**src/rtl/frame_scan_pkg.sv**
```systemverilog
`default_nettype none
// ============================================================================
// Module : frame_scan_pkg
// Brief  : Shared types and default geometry for the frame scan controller.
// Rev    : 1.0  initial release
// ============================================================================
package frame_scan_pkg;

    localparam int DEF_IMAGE_WIDTH  = 320;
    localparam int DEF_IMAGE_HEIGHT = 240;
    localparam int NUM_PIXELS       = DEF_IMAGE_WIDTH * DEF_IMAGE_HEIGHT;

    // Truncated to the heading width at the point of use.
    localparam logic [31:0] DIR_NONE = '1;

    typedef enum logic [2:0] {
        IDLE   = 3'd0,
        SCAN   = 3'd1,
        DRAIN  = 3'd2,
        WRAP   = 3'd3,
        REPORT = 3'd4
    } scan_state_t;

    typedef enum logic {
        OWN_VGA  = 1'b0,
        OWN_SCAN = 1'b1
    } owner_t;

endpackage
`default_nettype wire

```
**src/rtl/frame_scan_controller_if.sv**
```systemverilog
`default_nettype none
// ============================================================================
// Module : frame_scan_controller_if
// Brief  : VGA, BRAM read port and detector signals of the frame scan controller.
// Rev    : 1.0  initial release
// ============================================================================
interface frame_scan_controller_if #(
    parameter int ADDR_BITS = 17,
    parameter int DIR_BITS  = 6
);
    logic                 frame_ready;
    logic                 vga_req;
    logic [ADDR_BITS-1:0] vga_addr;
    logic [11:0]          vga_rddata;
    logic                 vga_data_valid;
    logic [ADDR_BITS-1:0] bram_rdaddress;
    logic [11:0]          bram_rddata;
    logic [ADDR_BITS-1:0] det_rdaddress;
    logic [11:0]          det_rddata;
    logic                 det_pixel_valid;
    logic [DIR_BITS-1:0]  direction_in;
    logic [DIR_BITS-1:0]  direction;
    logic                 direction_valid;
    logic                 busy;
    logic                 frame_dropped;

    modport master (
        input  frame_ready, vga_req, vga_addr, bram_rddata, direction_in,
        output vga_rddata, vga_data_valid, bram_rdaddress, det_rdaddress,
               det_rddata, det_pixel_valid, direction, direction_valid,
               busy, frame_dropped
    );

    modport slave (
        output frame_ready, vga_req, vga_addr, bram_rddata, direction_in,
        input  vga_rddata, vga_data_valid, bram_rdaddress, det_rdaddress,
               det_rddata, det_pixel_valid, direction, direction_valid,
               busy, frame_dropped
    );
endinterface
`default_nettype wire

```
**src/rtl/bram_port_arbiter.sv**
```systemverilog
`default_nettype none
// ============================================================================
// Module : bram_port_arbiter
// Brief  : Shares one BRAM read port between VGA and the scan, with starvation
//          guard and registered owner tag steering the returned data.
// Rev    : 1.0  initial release
// ============================================================================
module bram_port_arbiter
    import frame_scan_pkg::*;
#(
    parameter int ADDR_BITS    = 17,
    parameter int STARVE_LIMIT = 8
) (
    input  wire logic                 clk,
    input  wire logic                 reset,
    input  wire logic                 scan_active,
    input  wire logic [ADDR_BITS-1:0] scan_addr,
    input  wire logic                 det_clear,
    input  wire logic                 vga_req,
    input  wire logic [ADDR_BITS-1:0] vga_addr,
    input  wire logic [11:0]          bram_rddata,
    output logic                      scan_grant,
    output logic [ADDR_BITS-1:0]      bram_rdaddress,
    output logic [11:0]               vga_rddata,
    output logic                      vga_data_valid,
    output logic [ADDR_BITS-1:0]      det_rdaddress,
    output logic [11:0]               det_rddata,
    output logic                      det_pixel_valid
);

    localparam int c_STARVE_BITS = $clog2(STARVE_LIMIT + 1);
    localparam logic [c_STARVE_BITS-1:0] c_STARVE_MAX = c_STARVE_BITS'(STARVE_LIMIT);

    logic [c_STARVE_BITS-1:0] r_starve;
    owner_t                   r_owner;
    logic                     r_vga_valid;
    logic [ADDR_BITS-1:0]     r_det_addr;
    logic                     w_scan_grant;

    // VGA has priority until the scan has been refused STARVE_LIMIT times in a row.
    assign w_scan_grant   = scan_active && (!vga_req || (r_starve == c_STARVE_MAX));
    assign scan_grant     = w_scan_grant;
    assign bram_rdaddress = w_scan_grant ? scan_addr : vga_addr;

    always_ff @(posedge clk) begin
        if (reset) begin
            r_starve    <= '0;
            r_owner     <= OWN_VGA;
            r_vga_valid <= 1'b0;
            r_det_addr  <= '0;
        end else begin
            if (!scan_active || w_scan_grant) begin
                r_starve <= '0;
            end else if (r_starve != c_STARVE_MAX) begin
                r_starve <= r_starve + 1'b1;
            end
            r_owner     <= w_scan_grant ? OWN_SCAN : OWN_VGA;
            r_vga_valid <= vga_req && !w_scan_grant;
            // Held through stalls so the detector only sees address 0 on the wrap.
            if (w_scan_grant) begin
                r_det_addr <= scan_addr;
            end else if (det_clear) begin
                r_det_addr <= '0;
            end
        end
    end

    assign det_pixel_valid = (r_owner == OWN_SCAN);
    assign det_rddata      = det_pixel_valid ? bram_rddata : 12'h000;
    assign det_rdaddress   = r_det_addr;
    assign vga_data_valid  = r_vga_valid;
    assign vga_rddata      = bram_rddata;

endmodule
`default_nettype wire

```
**src/rtl/frame_scan_controller.sv**
```systemverilog
`default_nettype none
// ============================================================================
// Module : frame_scan_controller
// Brief  : Runs one raster scan of the frame buffer per captured frame and
//          latches the detector heading with a one-cycle valid strobe.
// Rev    : 1.0  initial release
// ============================================================================
module frame_scan_controller
    import frame_scan_pkg::*;
#(
    parameter int IMAGE_WIDTH  = DEF_IMAGE_WIDTH,
    parameter int IMAGE_HEIGHT = DEF_IMAGE_HEIGHT,
    parameter int ADDR_BITS    = $clog2(IMAGE_WIDTH * IMAGE_HEIGHT),
    parameter int FOV          = 25,
    parameter int STARVE_LIMIT = 8,
    parameter int WRAP_CYCLES  = 2
) (
    input  wire logic              clk,
    input  wire logic              reset,
    frame_scan_controller_if.master bus
);

    localparam int c_NUM_PIXELS = IMAGE_WIDTH * IMAGE_HEIGHT;
    localparam int c_DIR_BITS   = $clog2(FOV) + 1;
    localparam int c_WRAP_BITS  = (WRAP_CYCLES > 1) ? $clog2(WRAP_CYCLES) : 1;
    localparam logic [ADDR_BITS-1:0]   c_LAST_ADDR = ADDR_BITS'(c_NUM_PIXELS - 1);
    localparam logic [c_WRAP_BITS-1:0] c_WRAP_LAST = c_WRAP_BITS'(WRAP_CYCLES - 1);
    localparam logic [c_DIR_BITS-1:0]  c_DIR_NONE  = DIR_NONE[c_DIR_BITS-1:0];

    scan_state_t             r_state;
    logic [ADDR_BITS-1:0]    r_scan_addr;
    logic                    r_pending;
    logic [c_WRAP_BITS-1:0]  r_wrap_cnt;
    logic [c_DIR_BITS-1:0]   r_direction;
    logic                    r_direction_valid;
    logic                    r_frame_dropped;
    logic                    w_scan_grant;

    bram_port_arbiter #(
        .ADDR_BITS    (ADDR_BITS),
        .STARVE_LIMIT (STARVE_LIMIT)
    ) u_arbiter (
        .clk             (clk),
        .reset           (reset),
        .scan_active     (r_state == SCAN),
        .scan_addr       (r_scan_addr),
        .det_clear       (r_state == DRAIN),
        .vga_req         (bus.vga_req),
        .vga_addr        (bus.vga_addr),
        .bram_rddata     (bus.bram_rddata),
        .scan_grant      (w_scan_grant),
        .bram_rdaddress  (bus.bram_rdaddress),
        .vga_rddata      (bus.vga_rddata),
        .vga_data_valid  (bus.vga_data_valid),
        .det_rdaddress   (bus.det_rdaddress),
        .det_rddata      (bus.det_rddata),
        .det_pixel_valid (bus.det_pixel_valid)
    );

    always_ff @(posedge clk) begin
        if (reset) begin
            r_state           <= IDLE;
            r_scan_addr       <= '0;
            r_pending         <= 1'b0;
            r_wrap_cnt        <= '0;
            r_direction       <= c_DIR_NONE;
            r_direction_valid <= 1'b0;
            r_frame_dropped   <= 1'b0;
        end else begin
            r_direction_valid <= 1'b0;
            r_frame_dropped   <= 1'b0;
            case (r_state)
                IDLE: begin
                    if (bus.frame_ready || r_pending) begin
                        r_state     <= SCAN;
                        r_scan_addr <= '0;
                        r_pending   <= 1'b0;
                    end
                end
                SCAN: begin
                    if (w_scan_grant) begin
                        if (r_scan_addr == c_LAST_ADDR) begin
                            r_state <= DRAIN;
                        end else begin
                            r_scan_addr <= r_scan_addr + 1'b1;
                        end
                    end
                end
                DRAIN: begin
                    r_state    <= WRAP;
                    r_wrap_cnt <= '0;
                end
                WRAP: begin
                    if (r_wrap_cnt == c_WRAP_LAST) begin
                        r_state <= REPORT;
                    end else begin
                        r_wrap_cnt <= r_wrap_cnt + 1'b1;
                    end
                end
                REPORT: begin
                    r_direction       <= bus.direction_in;
                    r_direction_valid <= 1'b1;
                    r_state           <= IDLE;
                end
                default: r_state <= IDLE;
            endcase
            // One frame of backlog; anything beyond that is reported and dropped.
            if (bus.frame_ready && (r_state != IDLE)) begin
                r_pending <= 1'b1;
                if (r_pending) begin
                    r_frame_dropped <= 1'b1;
                end
            end
        end
    end

    assign bus.direction       = r_direction;
    assign bus.direction_valid = r_direction_valid;
    assign bus.frame_dropped   = r_frame_dropped;
    assign bus.busy            = (r_state != IDLE);

endmodule
`default_nettype wire

```
**src/flat_wrapper.sv**
```systemverilog
// flat-port wrapper written by rule: the top's interface ports become plain ports
module frame_scan_controller_flat import frame_scan_pkg::*;
#(
    parameter int IMAGE_WIDTH  = DEF_IMAGE_WIDTH,
    parameter int IMAGE_HEIGHT = DEF_IMAGE_HEIGHT,
    parameter int ADDR_BITS    = $clog2(IMAGE_WIDTH * IMAGE_HEIGHT),
    parameter int FOV          = 25,
    parameter int STARVE_LIMIT = 8,
    parameter int WRAP_CYCLES  = 2
)
  (clk, reset, bus_frame_ready, bus_vga_req, bus_vga_addr, bus_bram_rddata, bus_direction_in, bus_vga_rddata, bus_vga_data_valid, bus_bram_rdaddress, bus_det_rdaddress, bus_det_rddata, bus_det_pixel_valid, bus_direction, bus_direction_valid, bus_busy, bus_frame_dropped);
  frame_scan_controller_if #(.ADDR_BITS(ADDR_BITS), .DIR_BITS((6))) bus_i ();
  input  wire logic clk;
  input  wire logic reset;
  input wire logic [$bits(bus_i.frame_ready)-1:0] bus_frame_ready;
  input wire logic [$bits(bus_i.vga_req)-1:0] bus_vga_req;
  input wire logic [$bits(bus_i.vga_addr)-1:0] bus_vga_addr;
  input wire logic [$bits(bus_i.bram_rddata)-1:0] bus_bram_rddata;
  input wire logic [$bits(bus_i.direction_in)-1:0] bus_direction_in;
  output wire logic [$bits(bus_i.vga_rddata)-1:0] bus_vga_rddata;
  output wire logic [$bits(bus_i.vga_data_valid)-1:0] bus_vga_data_valid;
  output wire logic [$bits(bus_i.bram_rdaddress)-1:0] bus_bram_rdaddress;
  output wire logic [$bits(bus_i.det_rdaddress)-1:0] bus_det_rdaddress;
  output wire logic [$bits(bus_i.det_rddata)-1:0] bus_det_rddata;
  output wire logic [$bits(bus_i.det_pixel_valid)-1:0] bus_det_pixel_valid;
  output wire logic [$bits(bus_i.direction)-1:0] bus_direction;
  output wire logic [$bits(bus_i.direction_valid)-1:0] bus_direction_valid;
  output wire logic [$bits(bus_i.busy)-1:0] bus_busy;
  output wire logic [$bits(bus_i.frame_dropped)-1:0] bus_frame_dropped;
  assign bus_i.frame_ready = bus_frame_ready;
  assign bus_i.vga_req = bus_vga_req;
  assign bus_i.vga_addr = bus_vga_addr;
  assign bus_i.bram_rddata = bus_bram_rddata;
  assign bus_i.direction_in = bus_direction_in;
  assign bus_vga_rddata = bus_i.vga_rddata;
  assign bus_vga_data_valid = bus_i.vga_data_valid;
  assign bus_bram_rdaddress = bus_i.bram_rdaddress;
  assign bus_det_rdaddress = bus_i.det_rdaddress;
  assign bus_det_rddata = bus_i.det_rddata;
  assign bus_det_pixel_valid = bus_i.det_pixel_valid;
  assign bus_direction = bus_i.direction;
  assign bus_direction_valid = bus_i.direction_valid;
  assign bus_busy = bus_i.busy;
  assign bus_frame_dropped = bus_i.frame_dropped;
  frame_scan_controller #(.IMAGE_WIDTH(IMAGE_WIDTH), .IMAGE_HEIGHT(IMAGE_HEIGHT), .ADDR_BITS(ADDR_BITS), .FOV(FOV), .STARVE_LIMIT(STARVE_LIMIT), .WRAP_CYCLES(WRAP_CYCLES)) u_core (.clk(clk), .reset(reset), .bus(bus_i));
endmodule
```
**config.mk**
```make
export PLATFORM = sky130hd
export DESIGN_NAME = frame_scan_controller_flat
export DESIGN_NICKNAME = d
export VERILOG_FILES = /design/src/rtl/frame_scan_pkg.sv /design/src/rtl/frame_scan_controller_if.sv /design/src/rtl/bram_port_arbiter.sv /design/src/rtl/frame_scan_controller.sv /design/src/flat_wrapper.sv
export SDC_FILE = /design/constraint.sdc
export NUM_CORES = 1
export LEC_CHECK = 0
export CORE_AREA = 2 2 78 87
export DETAILED_ROUTE_END_ITERATION = 16
export DIE_AREA = 0 0 80 89
export PLACE_DENSITY = 0.81
export SKIP_CTS_REPAIR_TIMING = 1
export SKIP_LAST_GASP = 1
export SLEW_MARGIN = 15
export SYNTH_ARGS = -nofsm -noshare
export SYNTH_HDL_FRONTEND = slang
export SYNTH_SLANG_ARGS = --single-unit
```
**constraint.sdc**
```tcl
create_clock -name clk -period 2.4 [get_ports clk]
set_input_delay 0.24 -clock clk [delete_from_list [all_inputs] [get_ports clk]]
set_output_delay 0.24 -clock clk [all_outputs]
set_load 0.02 [all_outputs]
```
After elaboration in Yosys (flattened, before gate mapping)

Index checks and enable logic that the tools add are counted.

Register bits: 53
Input bits: 39
Output and inout port bits: 69
Word-level logic and storage cells: 69

$add $sub $neg: 3
Equal/unequal tests: 12
Mux-type cells: 21
Bitwise gates (word level): 1
Reductions and logical operators: 21

Operators by type and width:

| cell                                                                     | number |
|---|---|
| 17-bit two-way mux                                                       | 6 |
| 17-bit case mux with 2 select lines                                      | 1 |
| 17-bit by 1-bit adder with 17-bit output (second input constant)         | 1 |
| 17-bit == test (second input constant)                                   | 1 |
| 12-bit two-way mux                                                       | 1 |
| 3-bit two-way mux                                                        | 4 |
| 3-bit case mux with 4 select lines                                       | 1 |
| 2-bit nonzero test                                                       | 5 |
| 2-bit by 1-bit inequality test with 1-bit output (second input constant) | 4 |
| 4-bit AND reduction                                                      | 2 |
| 1-bit two-way mux                                                        | 7 |
| 3-bit by 2-bit == test with 1-bit output (second input constant)         | 2 |
| 4-bit by 1-bit adder with 4-bit output (second input constant)           | 1 |
| 4-bit == test (second input constant)                                    | 1 |
| 4-bit inequality test (second input constant)                            | 1 |
| 2-bit OR reduction                                                       | 2 |
| 3-bit by 1-bit == test with 1-bit output (second input constant)         | 1 |
| 3-bit == test (second input constant)                                    | 1 |
| 1-bit logical AND                                                        | 3 |
| 1-bit logical NOT                                                        | 3 |
| 3-bit logical NOT                                                        | 1 |
| 1-bit logical OR                                                         | 3 |
| 3-bit nonzero test                                                       | 1 |
| 2-bit inequality test (second input constant)                            | 1 |
| other kinds (4)                                                          | 4 |

Logic depth before layout (Yosys ltp)

Gate-level depths: netlist of the first run.

Depth in word-level cells: 5
Gate-level depth with buffers: 9
Gate-level depth less buffers: 7

Cells and area by module

From an unflattened synthesis of the first run, not the netlist that was laid out.

Cells, all modules: 354
Area, all modules: 3,029.2 µm²

Modules (own cells, without submodules):

| module                | times used | cells an instance | area an instance (µm²) | sequential area each (µm²) |
|---|---|---|---|---|
| frame_scan_controller | 1          | 187               | 1,585.3                | 600.6 |
| bram_port_arbiter     | 1          | 167               | 1,443.9                | 460.4 |

Worst setup path before layout of the first run

Ideal clock, no wire load.

Kind: register to output
Start: register u_core.u_arbiter.r_starve[0]
End: output port bus_bram_rdaddress[10]
Arrival time: 1,636 ps
Data required time: 2,160 ps
Slack: 524 ps
Stages on the path, launching flop included: 8
Buffers on the path: 1
Path through: dfxtp_1 -> inv_1 -> ha_1 -> and3b_1 -> o21ai_2 -> clkbuf_1 -> nand2_1 -> nand2_1

Cells in the longest elaborated chain, start to end: 4

Ends and longest elaborated chain:

| item                     | line                    | source |
|---|---|---|
| start: declaration       | bram_port_arbiter.sv:34 | `logic [c_STARVE_BITS-1:0] r_starve;` |
| start signal: assignment | bram_port_arbiter.sv:55 | `r_starve <= r_starve + 1'b1;` |
| 4-bit == test            | bram_port_arbiter.sv:41 | `assign w_scan_grant = scan_active && (!vga_req \|\| (r_starve == c_STARVE_MAX));` |
| 1-bit logical OR         | bram_port_arbiter.sv:41 |  |
| 1-bit logical AND        | bram_port_arbiter.sv:41 |  |
| 17-bit two-way mux       | bram_port_arbiter.sv:43 | `assign bram_rdaddress = w_scan_grant ? scan_addr : vga_addr;` |
| end: declaration         | flat_wrapper.sv:22      | `output wire logic [$bits(bus_i.bram_rdaddress)-1:0] bus_bram_rdaddress;` |

No other way between the ends.

Worst setup path in the final report of the first run

Start: register u_core.u_arbiter.r_starve[0]
End: output port bus_bram_rdaddress[14]

The elaborated chain is that of the path after synthesis.

==> flow_metrics.py, run 1 <==
metrics = {
    "status": {
        "outcome": "finished, violations left",
        "violations": "setup timing",
    },
    "floorplanning": {
        "core-area_um2": 6160,
        "row_count": 30,
        "initial_core_util_pct": 42.6,
        "die_area_um2": 7120,
        "die_h_um": 89,
        "pin_count": 108,
        "fp.dieW_um": 80,
    },
    "clocking": {
        "clock-sinks": 53,
        "insertion_delay_ps": 310,
        "clk_pin_slew_ps": 90,
        "clockRootBuffer": "clkbuf_8",
        "htreeDepth": 2,
        "clock_path_buffers": 2,
        "numCtsBuffers": 5,
        "cts_tree": "done",
    },
    "placement": {
        "portBuffers": 107,
        "postPlaceCellArea_um2": 3710,
        "dp_hpwl_um": 4960,
        "routabilityCongestion": 0.836,
    },
    "route": {
        "routedWlPerCell_um": 12.9,
        "vias": 2651,
        "firstDrtPassIters": 4,
        "ant_nets": 0,
        "vias_per_cell": 5.10,
        "wirelength_um": 6700,
        "drcViolationCount": 0,
        "drt_iter0_markers": 155,
    },
    "final_layout": {
        "area_growth_pct": 47.5,
        "layout_common_cells": "nand2_1, clkdlybuf4s50_1, dfxtp_1",
        "stdcell_area_um2": 3870,
        "multi_input_area_um2": 1360,
        "fillers": 558,
        "drive_gt1_share_pct": 6.82,
        "layout.nets": 481,
        "antenna_cells": 0,
        "ff_latch_area_um2": 1060,
        "mostFrequentLayoutCell": "nand2_1",
    },
    "yosys": {
        "synth_compound_area_share_pct": 15.5,
        "synth_top_family_by_area": "simple AND/OR/NAND/NOR gates",
        "yosysTopAreaCell": "dfxtp_1",
        "synth_top_area_share_pct": 40.4,
        "synth_mux_area_share_pct": 0.381,
        "synth-edff-count": 0,
        "syn-instance-count": 345,
        "synth.cell_area_um2": 2630,
        "yosys_warnings": 0,
        "synth_xor_area_share_pct": 1.00,
        "seq_area_frac_synth_pct": 40.4,
        "synthTopCellsByArea": "dfxtp_1, nand2_1, a21oi_1",
        "yosysUniqueCellTypes": 48,
        "syn_area_per_cell_um2": 7.61,
        "synthArstFlopShare_pct": 0,
        "synth-seq-cells": 53,
        "synth_adder_area_share_pct": 1.43,
        "syn-num-nets": 387,
        "synthFlopType": "dfxtp_1",
        "synthSimpleGateAreaFrac_pct": 33.7,
    },
    "power": {
        "sw_frac_of_total_pct": 26.5,
        "clockPowerShare_pct": 32.5,
        "combinationalPowerShare_pct": 20.8,
        "leakagePower_nw": 1.67,
        "p_per_area_nw_per_um2": 501,
        "seq_power_share_pct": 46.7,
        "p_sw_mw": 0.514,
        "intPower_mw": 1.43,
        "peakVddDrop_mv": 0.383,
    },
    "min_path": {
        "min_from": "u_core.r_pending",
        "min_path_type": "reg2reg",
    },
    "worst_setup_path": {
        "reg2reg_from": "u_core.r_state[2]",
        "crit_required_ps": 2160,
        "setup.worst_path.start": "u_core.u_arbiter.r_starve[0]",
        "startpoint_type": "flop",
        "r2r_slack_ps": 320,
        "path_class": "reg2out",
        "critPathArrivalTime_ps": 2250,
        "endpoint_kind": "output port",
        "cp_max_fo": 19,
    },
    "job": {
        "drv_cap": 0,
    },
    "sta": {
        "setup-violations-final": 1,
        "hold_viol_final": 0,
        "tns_ps": -85.5,
        "rsz0062_at_grt": "yes",
        "fin_crit_ps": 2490,
        "clock_skew_ps": 7.88,
        "report.final.slew_viol_count": 0,
        "max_clock_freq_mhz": 402,
        "min_period_over_period_pct": 104,
        "worst_pin_slew_ps": 673,
        "postLayoutSetupSlackWorst_ps": -85.5,
        "timing.hold.ws_ps": 455,
        "slew_headroom_pct": 54.8,
    },
    "global_route": {
        "gr-total-overflow": 0,
        "grt_pass1_wl_um": 10600,
        "first_global_vias": 2291,
        "antenna_found_initial": 0,
        "grt_start_max_net_pins": 27,
        "grt_usage_pct": 18.5,
    },
}
==> cells by family after synthesis <==
| kind of cell | after synthesis |
|---|---|
| buffers and inverters | 37 |
| AOI/OAI and AO/OA | 64 |
| and+or+nand+nor | 184 |
| adders and majority gates | 3 |
| muxes | 1 |
| DFF | 53 |
| xor gates and xnor gates | 3 |
==> path summary, 6_finish.rpt <==
kind | end | cells past startpoint
hold / removal | u_core.bus.frame_dropped | 2
setup reg to reg | u_core.r_scan_addr[8] | 7
setup / recovery | bus_bram_rdaddress[14] | 8
hold reg to reg | u_core.bus.frame_dropped | 2
==> flip-flops by register name (all words and copies together), names as in the netlist <==
register                          flops
u_core.r_scan_addr                   17
u_core.r_pending                      1
u_core.bus.direction_valid            1
u_core.r_state                        3
u_core.u_arbiter.det_rdaddress       17
u_core.bus.direction                  6
u_core.u_arbiter.vga_data_valid       1
u_core.r_wrap_cnt                     1
u_core.u_arbiter.r_starve             4
u_core.u_arbiter.det_pixel_valid      1
u_core.bus.frame_dropped              1
==> through the flow <==
| stage | total power, mW | setup WS [ps] | instances | util [%] |
|---|---|---|---|---|
| 6_report | 1.94 | -85.5 | 520 | 62.9 |
| 5_1_grt | 2.01 | -199 | 520 | 62.9 |
| 4_1_cts | 1.96 | -138 | 520 | 62.2 |
| 3_5_place_dp | 1.34 | 187 | 512 | 60.3 |
| 3_3_place_gp | 1.33 | 233 | 512 | 60.3 |
| 2_1_floorplan | 1.15 | 524 | 345 | - |
==> routing by layer <==
| layer | part of all wire, % | routed length (µm) | vias up | GRT usage [%] |
|---|---|---|---|---|
| met5 | 0 | 0 | - | 0 |
| met4 | 1.3 | 89 | 0 | 7.24 |
| met3 | 8.4 | 566 | 6 | 3.94 |
| met1 | 42 | 2830 | 1193 | 22.3 |
| li1 | - | - | 1347 | - |
| met2 | 48 | 3210 | 105 | 32.4 |
==> cell usage after synthesis (2+ instances only) <==
cell	instances
nand2_1	98
nor2b_1	2
nand4_1	5
dfxtp_1	53
xnor2_1	2
and3_1	6
inv_1	6
a21oi_1	24
buf_1	2
o21ai_1	13
nand2b_1	2
clkbuf_1	7
o22ai_1	3
o21a_1	3
buf_4	14
and2_1	14
nand2_2	2
o31ai_1	3
buf_2	7
nor2_1	19
o21ai_0	7
and4_1	2
and3b_1	2
nor3_1	7
ha_1	3
nor4_1	2
nand3_1	16
==> layout make-up <==
class,count,share of cell area (%)
multi-input combinational,255,35.2
timing repair buffer,117,31.0
sequential,53,27.4
tap,80,2.59
clock buffer,6,2.13
clock inverter,2,0.970
inverter,7,0.679
==> power by group through the flow <==
stage	clock, mW	combinational, mW	sequential (mW)
floorplan	0	0.226	0.920
global placement	0	0.405	0.926
detailed placement	0	0.410	0.927
CTS	0.646	0.411	0.906
global route	0.668	0.434	0.909
finish	0.631	0.403	0.906
==> worst max-delay path: stages, from the launching register on <==
cell and delay (ps):
dfxtp_1 390, inv_1 60, ha_1 180, and3b_1 210, o21ai_2 170, buf_12 190, nand2_1 60, nand2_1 70
clkdlybuf4s50_1 610
(Power assumes the default switching activity.)
==> run 2: changes to the inputs <==
Settings changed: CORE_AREA 2 2 78 87 to 2 2 82 92, DIE_AREA 0 0 80 89 to 0 0 84 94, PLACE_DENSITY 0.81 to 0.78, SYNTH_HIERARCHICAL from default to 1.
==> flow_metrics.py, run 2 <==
metrics = {
    "status": {
        "outcome": "complete, no violations",
    },
    "final_layout": {
        "fillers": 603,
        "mostFrequentLayoutCell": "clkdlybuf4s50_1",
        "area_growth_pct": 38.7,
        "layout_common_cells": "clkdlybuf4s50_1, dfxtp_1, nand2_1",
        "drive_gt1_share_pct": 10.1,
        "final_util_pct": 60.6,
        "antenna_cells": 0,
        "ff_latch_area_um2": 1060,
        "layout.nets": 488,
        "multi_input_area_um2": 1640,
    },
    "yosys": {
        "syn_area_per_cell_um2": 8.56,
        "syn-instance-count": 354,
        "yosys_warnings": 6,
        "synth-edff-count": 0,
        "synthTopCellsByArea": "dfxtp_1, o32ai_2, nand2b_1",
        "synth.cell_area_um2": 3030,
        "yosysMostFrequentCell": "dfxtp_1",
        "ys_top_cells_by_count": "dfxtp_1, nand2_1, inv_1, nand2b_1, nand3_1",
        "synthArstFlopShare_pct": 0,
        "seq_area_frac_synth_pct": 35.0,
        "yosysTopAreaCell": "dfxtp_1",
        "yosysUniqueCellTypes": 50,
        "synthFlopType": "dfxtp_1",
        "synth-seq-cells": 53,
        "syn-num-nets": 396,
        "synth_top_area_share_pct": 35.0,
    },
    "sta": {
        "slew_headroom_pct": 60.1,
        "report.final.slew_viol_count": 0,
        "setup-violations-final": 0,
        "clock_skew_ps": 9.88,
        "hold_viol_final": 0,
        "max_clock_freq_mhz": 458,
        "timing.hold.ws_ps": 378,
        "fin_crit_ps": 2180,
        "min_period_over_period_pct": 91.0,
        "worst_pin_slew_ps": 596,
        "rsz0062_at_grt": "no",
    },
    "floorplanning": {
        "row_count": 32,
        "die_area_um2": 7900,
        "core-area_um2": 6930,
        "initial_core_util_pct": 43.7,
        "fp.dieW_um": 84,
        "die_h_um": 94,
        "pin_count": 108,
    },
    "global_route": {
        "gr-total-overflow": 0,
        "antenna_found_initial": 0,
        "first_global_vias": 2754,
        "grt_usage_pct": 20.0,
        "grt_pass1_wl_um": 13000,
        "grt_start_max_net_pins": 34,
    },
    "clocking": {
        "numCtsBuffers": 5,
        "cts_tree": "done",
        "clk_pin_slew_ps": 90,
        "insertion_delay_ps": 300,
        "clock-sinks": 53,
        "clock_path_buffers": 2,
        "htreeDepth": 2,
        "clockRootBuffer": "clkbuf_8",
    },
    "worst_setup_path": {
        "critPathSlowestCell": "nor2_2",
        "slowest_delay_ps": 430,
        "crit_chain": "nor3b_4 -> buf_4 -> nand4b_4 -> and2_4 -> inv_1 -> nand4bb_1 -> nor2_2 -> a41oi_1 -> a31oi_1",
        "cp_top_family": "simple AND/OR/NAND/NOR gates",
        "path_buf_inv": 2,
        "reg2reg_from": "u_core/r_state[2]",
        "endpoint_kind": "flop",
        "critPathArrivalTime_ps": 2410,
        "crit_required_ps": 2620,
        "startpoint_type": "flop",
        "path_class": "reg2reg",
        "r2r_cells": 9,
        "setup.worst_path.start": "u_core/r_state[2]",
        "r2r_slack_ps": 220,
        "cp_max_fo": 11,
        "timing.rr.end": "u_core/r_scan_addr[14]",
    },
    "power": {
        "leakagePower_nw": 1.64,
        "peakVddDrop_mv": 0.222,
        "p_per_area_nw_per_um2": 405,
    },
    "min_path": {
        "min_path_type": "in2reg",
        "min_from": "reset",
        "hold_end": "u_core/r_wrap_cnt",
        "min_delay_path_depth": 2,
    },
    "placement": {
        "routabilityCongestion": 0.866,
        "portBuffers": 107,
        "dp_hpwl_um": 6070,
    },
    "route": {
        "routedWlPerCell_um": 15.2,
        "vias_per_cell": 5.47,
        "firstDrtPassIters": 4,
        "vias": 2908,
        "drcViolationCount": 0,
        "ant_nets": 0,
        "wirelength_um": 8100,
        "drt_iter0_markers": 179,
    },
    "job": {
        "drv_cap": 0,
    },
}
run 2: cell count changes after synthesis, sizes merged, moves of 6 or more:
cell	change
o211ai	+10
nand2b	+23
inv	+18
nand3	+8
a21oi	-17
nand2	-74
o32ai	+17
a31oi	+18
nand3b	+10
nor2	-6
run 2: through the flow:
stage / setup slack, ps / power, mW / instances / cell area, µm² / setup TNS, ps
after detailed placement: 69.7 / 1.24 / 522 / 4060 / 0
after floorplan: 30.7 / 1.09 / 354 / 3040 / 0
final: 216 / 1.70 / 532 / 4200 / 0
after global routing: 27.5 / 1.79 / 532 / 4200 / 0
after CTS: -254 / 1.72 / 530 / 4140 / -2470
after global placement: 170 / 1.23 / 522 / 4060 / 0
run 2: per-layer routing:
metal	GRT usage (%)	vias to the layer above	part of all wire (%)
li1	-	1447	-
met1	25.2	1372	43
met2	35.1	81	52
met3	3.95	8	4.4
met4	4.97	0	0.81
met5	0	-	0
run 2: worst max path at each step:
stage | to | cells after the start
finish | u_core/r_scan_addr[14] | 9
global route | u_core/r_scan_addr[14] | 9
CTS | bus_bram_rdaddress[15] | 6
detailed placement | bus_bram_rdaddress[15] | 6
global placement | bus_bram_rdaddress[4] | 6
floorplan | u_core/r_scan_addr[7] | 11
run 2: worst register-to-register path, delay by kind of cell (launching register included):
kind                   cells  cell delay [ps]
AND/OR/NAND/NOR            5             1150
buffers and inverters      2              260
flip-flops                 1              340
AO/OA/AOI/OAI              2              350
run 2: cell families (layout without fill, tap and decap cells):
group	after synthesis	in the layout	share of synthesized area (%)
simple gates	155	155	31.0
fa+ha+maj	3	3	1.24
buf+inv	61	154	11.0
flops	53	53	35.0
compound gates	78	78	20.5
xor+xnor	2	2	0.578
mux	2	2	0.661
run 2: where the power goes:
group          leakage (nW)  total (mW)  internal, mW  switching (mW)
Combinational          1.17       0.328         0.165           0.163
Sequential            0.428       0.889         0.884         0.00479
Clock                0.0385       0.484         0.207           0.277
Total                  1.64        1.70          1.26           0.445
run 2: final cells by class:
class                           count  share of cell area [%]
Clock inverter                      1                   0.179
Timing Repair Buffer              121                    28.9
Sequential cell                    53                    25.3
Tap cell                           85                    2.53
Inverter                           25                    2.23
Clock buffer                        7                    1.82
Multi-Input combinational cell    240                    39.1
==> run 3: changes to the inputs <==
Settings changed: ABC_CLOCK_PERIOD_IN_PS from default to 2400, CORE_AREA 2 2 82 92 to 2 2 80 90, CTS_BUF_LIST from default to sky130_fd_sc_hd__clkbuf_8, DIE_AREA 0 0 84 94 to 0 0 82 92, PLACE_DENSITY 0.78 to 0.81.
==> flow_metrics.py, run 3 (synthesis results as in run 2) <==
metrics = {
    "clocking": {
        "htreeDepth": 2,
        "insertion_delay_ps": 310,
        "cts_tree": "done",
        "clockRootBuffer": "clkbuf_8",
        "clock_path_buffers": 2,
        "clock-sinks": 53,
        "clk_pin_slew_ps": 100,
        "numCtsBuffers": 5,
    },
    "worst_setup_path": {
        "slowest_delay_ps": 420,
        "endpoint": "u_core/r_scan_addr[14]",
        "reg2reg_from": "u_core/r_state[2]",
        "startpoint_type": "flop",
        "r2r_cells": 8,
        "timing.rr.end": "u_core/r_scan_addr[14]",
        "cp_max_fo": 27,
        "critPathSlowestCell": "nor2_2",
        "critPathArrivalTime_ps": 2480,
        "r2r_slack_ps": 160,
        "crit_required_ps": 2640,
        "endpoint_kind": "flop",
        "setup.worst_path.start": "u_core/r_state[2]",
        "crit_chain": "nor3b_4 -> nand2b_1 -> and2_4 -> inv_1 -> nand4bb_1 -> nor2_2 -> a41oi_1 -> a31oi_1",
        "path_class": "reg2reg",
    },
    "floorplanning": {
        "row_count": 32,
        "fp.dieW_um": 82,
        "pin_count": 108,
        "die_area_um2": 7540,
        "die_h_um": 92,
        "core-area_um2": 6730,
        "initial_core_util_pct": 45.0,
    },
    "power": {
        "peakVddDrop_mv": 0.255,
        "leakagePower_nw": 1.64,
        "p_per_area_nw_per_um2": 420,
        "p_total_mw": 1.76,
    },
    "route": {
        "routedWlPerCell_um": 16.0,
        "vias_per_cell": 5.65,
        "drt_iter0_markers": 261,
        "firstDrtPassIters": 5,
        "drcViolationCount": 0,
        "ant_nets": 0,
        "vias": 2990,
        "wirelength_um": 8450,
    },
    "final_layout": {
        "mostFrequentLayoutCell": "clkdlybuf4s50_1",
        "drive_gt1_share_pct": 9.91,
        "stdcell_area_um2": 4190,
        "antenna_cells": 0,
        "instances_no_fill": 529,
        "layout.nets": 485,
        "final_util_pct": 62.3,
        "ff_latch_area_um2": 1060,
        "fillers": 561,
        "layout_common_cells": "clkdlybuf4s50_1, dfxtp_1, nand2_1",
        "multi_input_area_um2": 1640,
        "area_growth_pct": 38.3,
    },
    "placement": {
        "portBuffers": 107,
        "routabilityCongestion": 0.844,
        "postPlaceCellArea_um2": 4050,
        "dp_cells": 521,
        "place_ws_ps": 140,
        "dp_hpwl_um": 6080,
    },
    "global_route": {
        "gr-total-overflow": 0,
        "first_global_vias": 2746,
        "antenna_found_initial": 0,
        "grt_pass1_wl_um": 13200,
        "grt_usage_pct": 22.1,
        "grt_start_max_net_pins": 37,
    },
    "sta": {
        "worst_pin_slew_ps": 644,
        "setup-violations-final": 0,
        "rsz0062_at_grt": "yes",
        "fin_crit_ps": 2240,
        "max_clock_freq_mhz": 446,
        "slew_headroom_pct": 56.9,
        "min_period_over_period_pct": 93.3,
        "postLayoutSetupSlackWorst_ps": 160,
        "clock_skew_ps": 5.69,
        "hold_viol_final": 0,
        "report.final.slew_viol_count": 0,
    },
    "job": {
        "drv_cap": 0,
    },
    "min_path": {
        "min_path_type": "in2reg",
    },
    "status": {
        "outcome": "complete, no violations",
    },
}
-- run 3: cell types whose count changed in the layout (fill, tap and decap cells not counted) --
cell / delta
clkinv_4: +1
clkinv_2: +1
clkinvlp_4: -1
clkbuf_1: -2
buf_4: -3
clkbuf_8: +1
-- run 3: power breakdown --
group / internal [mW] / switching (mW)
Combinational: 0.161 / 0.164
Clock: 0.235 / 0.310
Sequential: 0.884 / 0.00467
-- run 3: per-stage QoR --
stage                     setup TNS [ps]  hold WS, ps
after floorplan                        0          364
after global placement                 0          433
after detailed placement               0          441
after CTS                          -1290          370
after global routing               -1.40          403
final                                  0          362
-- run 3: how the worst min path moves through the flow --
| stage | start | end | slack, ps | cells after the start |
|---|---|---|---|---|
| after floorplan | bus_direction_in[0] | u_core/bus.direction[0] | 360 | 2 |
| after global placement | u_core/r_pending | u_core/bus.frame_dropped | 430 | 2 |
| after detailed placement | u_core/r_pending | u_core/bus.frame_dropped | 440 | 2 |
| after CTS | reset | u_core/bus.direction_valid | 370 | 2 |
| after global routing | reset | u_core/r_wrap_cnt | 400 | 2 |
| final | reset | u_core/bus.direction_valid | 360 | 2 |
-- run 3: layer usage --
layer	wire, µm	vias to the layer above	GRT usage (%)
met3	627	12	5.12
li1	-	1442	-
met1	3640	1404	30.0
met2	4070	132	35.2
met4	109	0	5.28
met5	0	-	0
-- run 3: layout make-up --
| type | count | share of cell area [%] |
|---|---|---|
| inverters | 25 | 2.24 |
| clock inverters | 2 | 0.328 |
| well taps | 85 | 2.54 |
| flip-flops and latches | 53 | 25.3 |
| clock buffers | 6 | 1.97 |
| repair buffers | 118 | 28.4 |
| multi-input cells | 240 | 39.2 |
-- run 3: worst max-delay path, delay by kind of cell, from the launching register on --
| kind | cells | cell delay [ps] |
|---|---|---|
| DFF | 1 | 340 |
| AOI/OAI and AO/OA | 2 | 350 |
| and+or+nand+nor | 5 | 1380 |
| buffers and inverters | 1 | 100 |
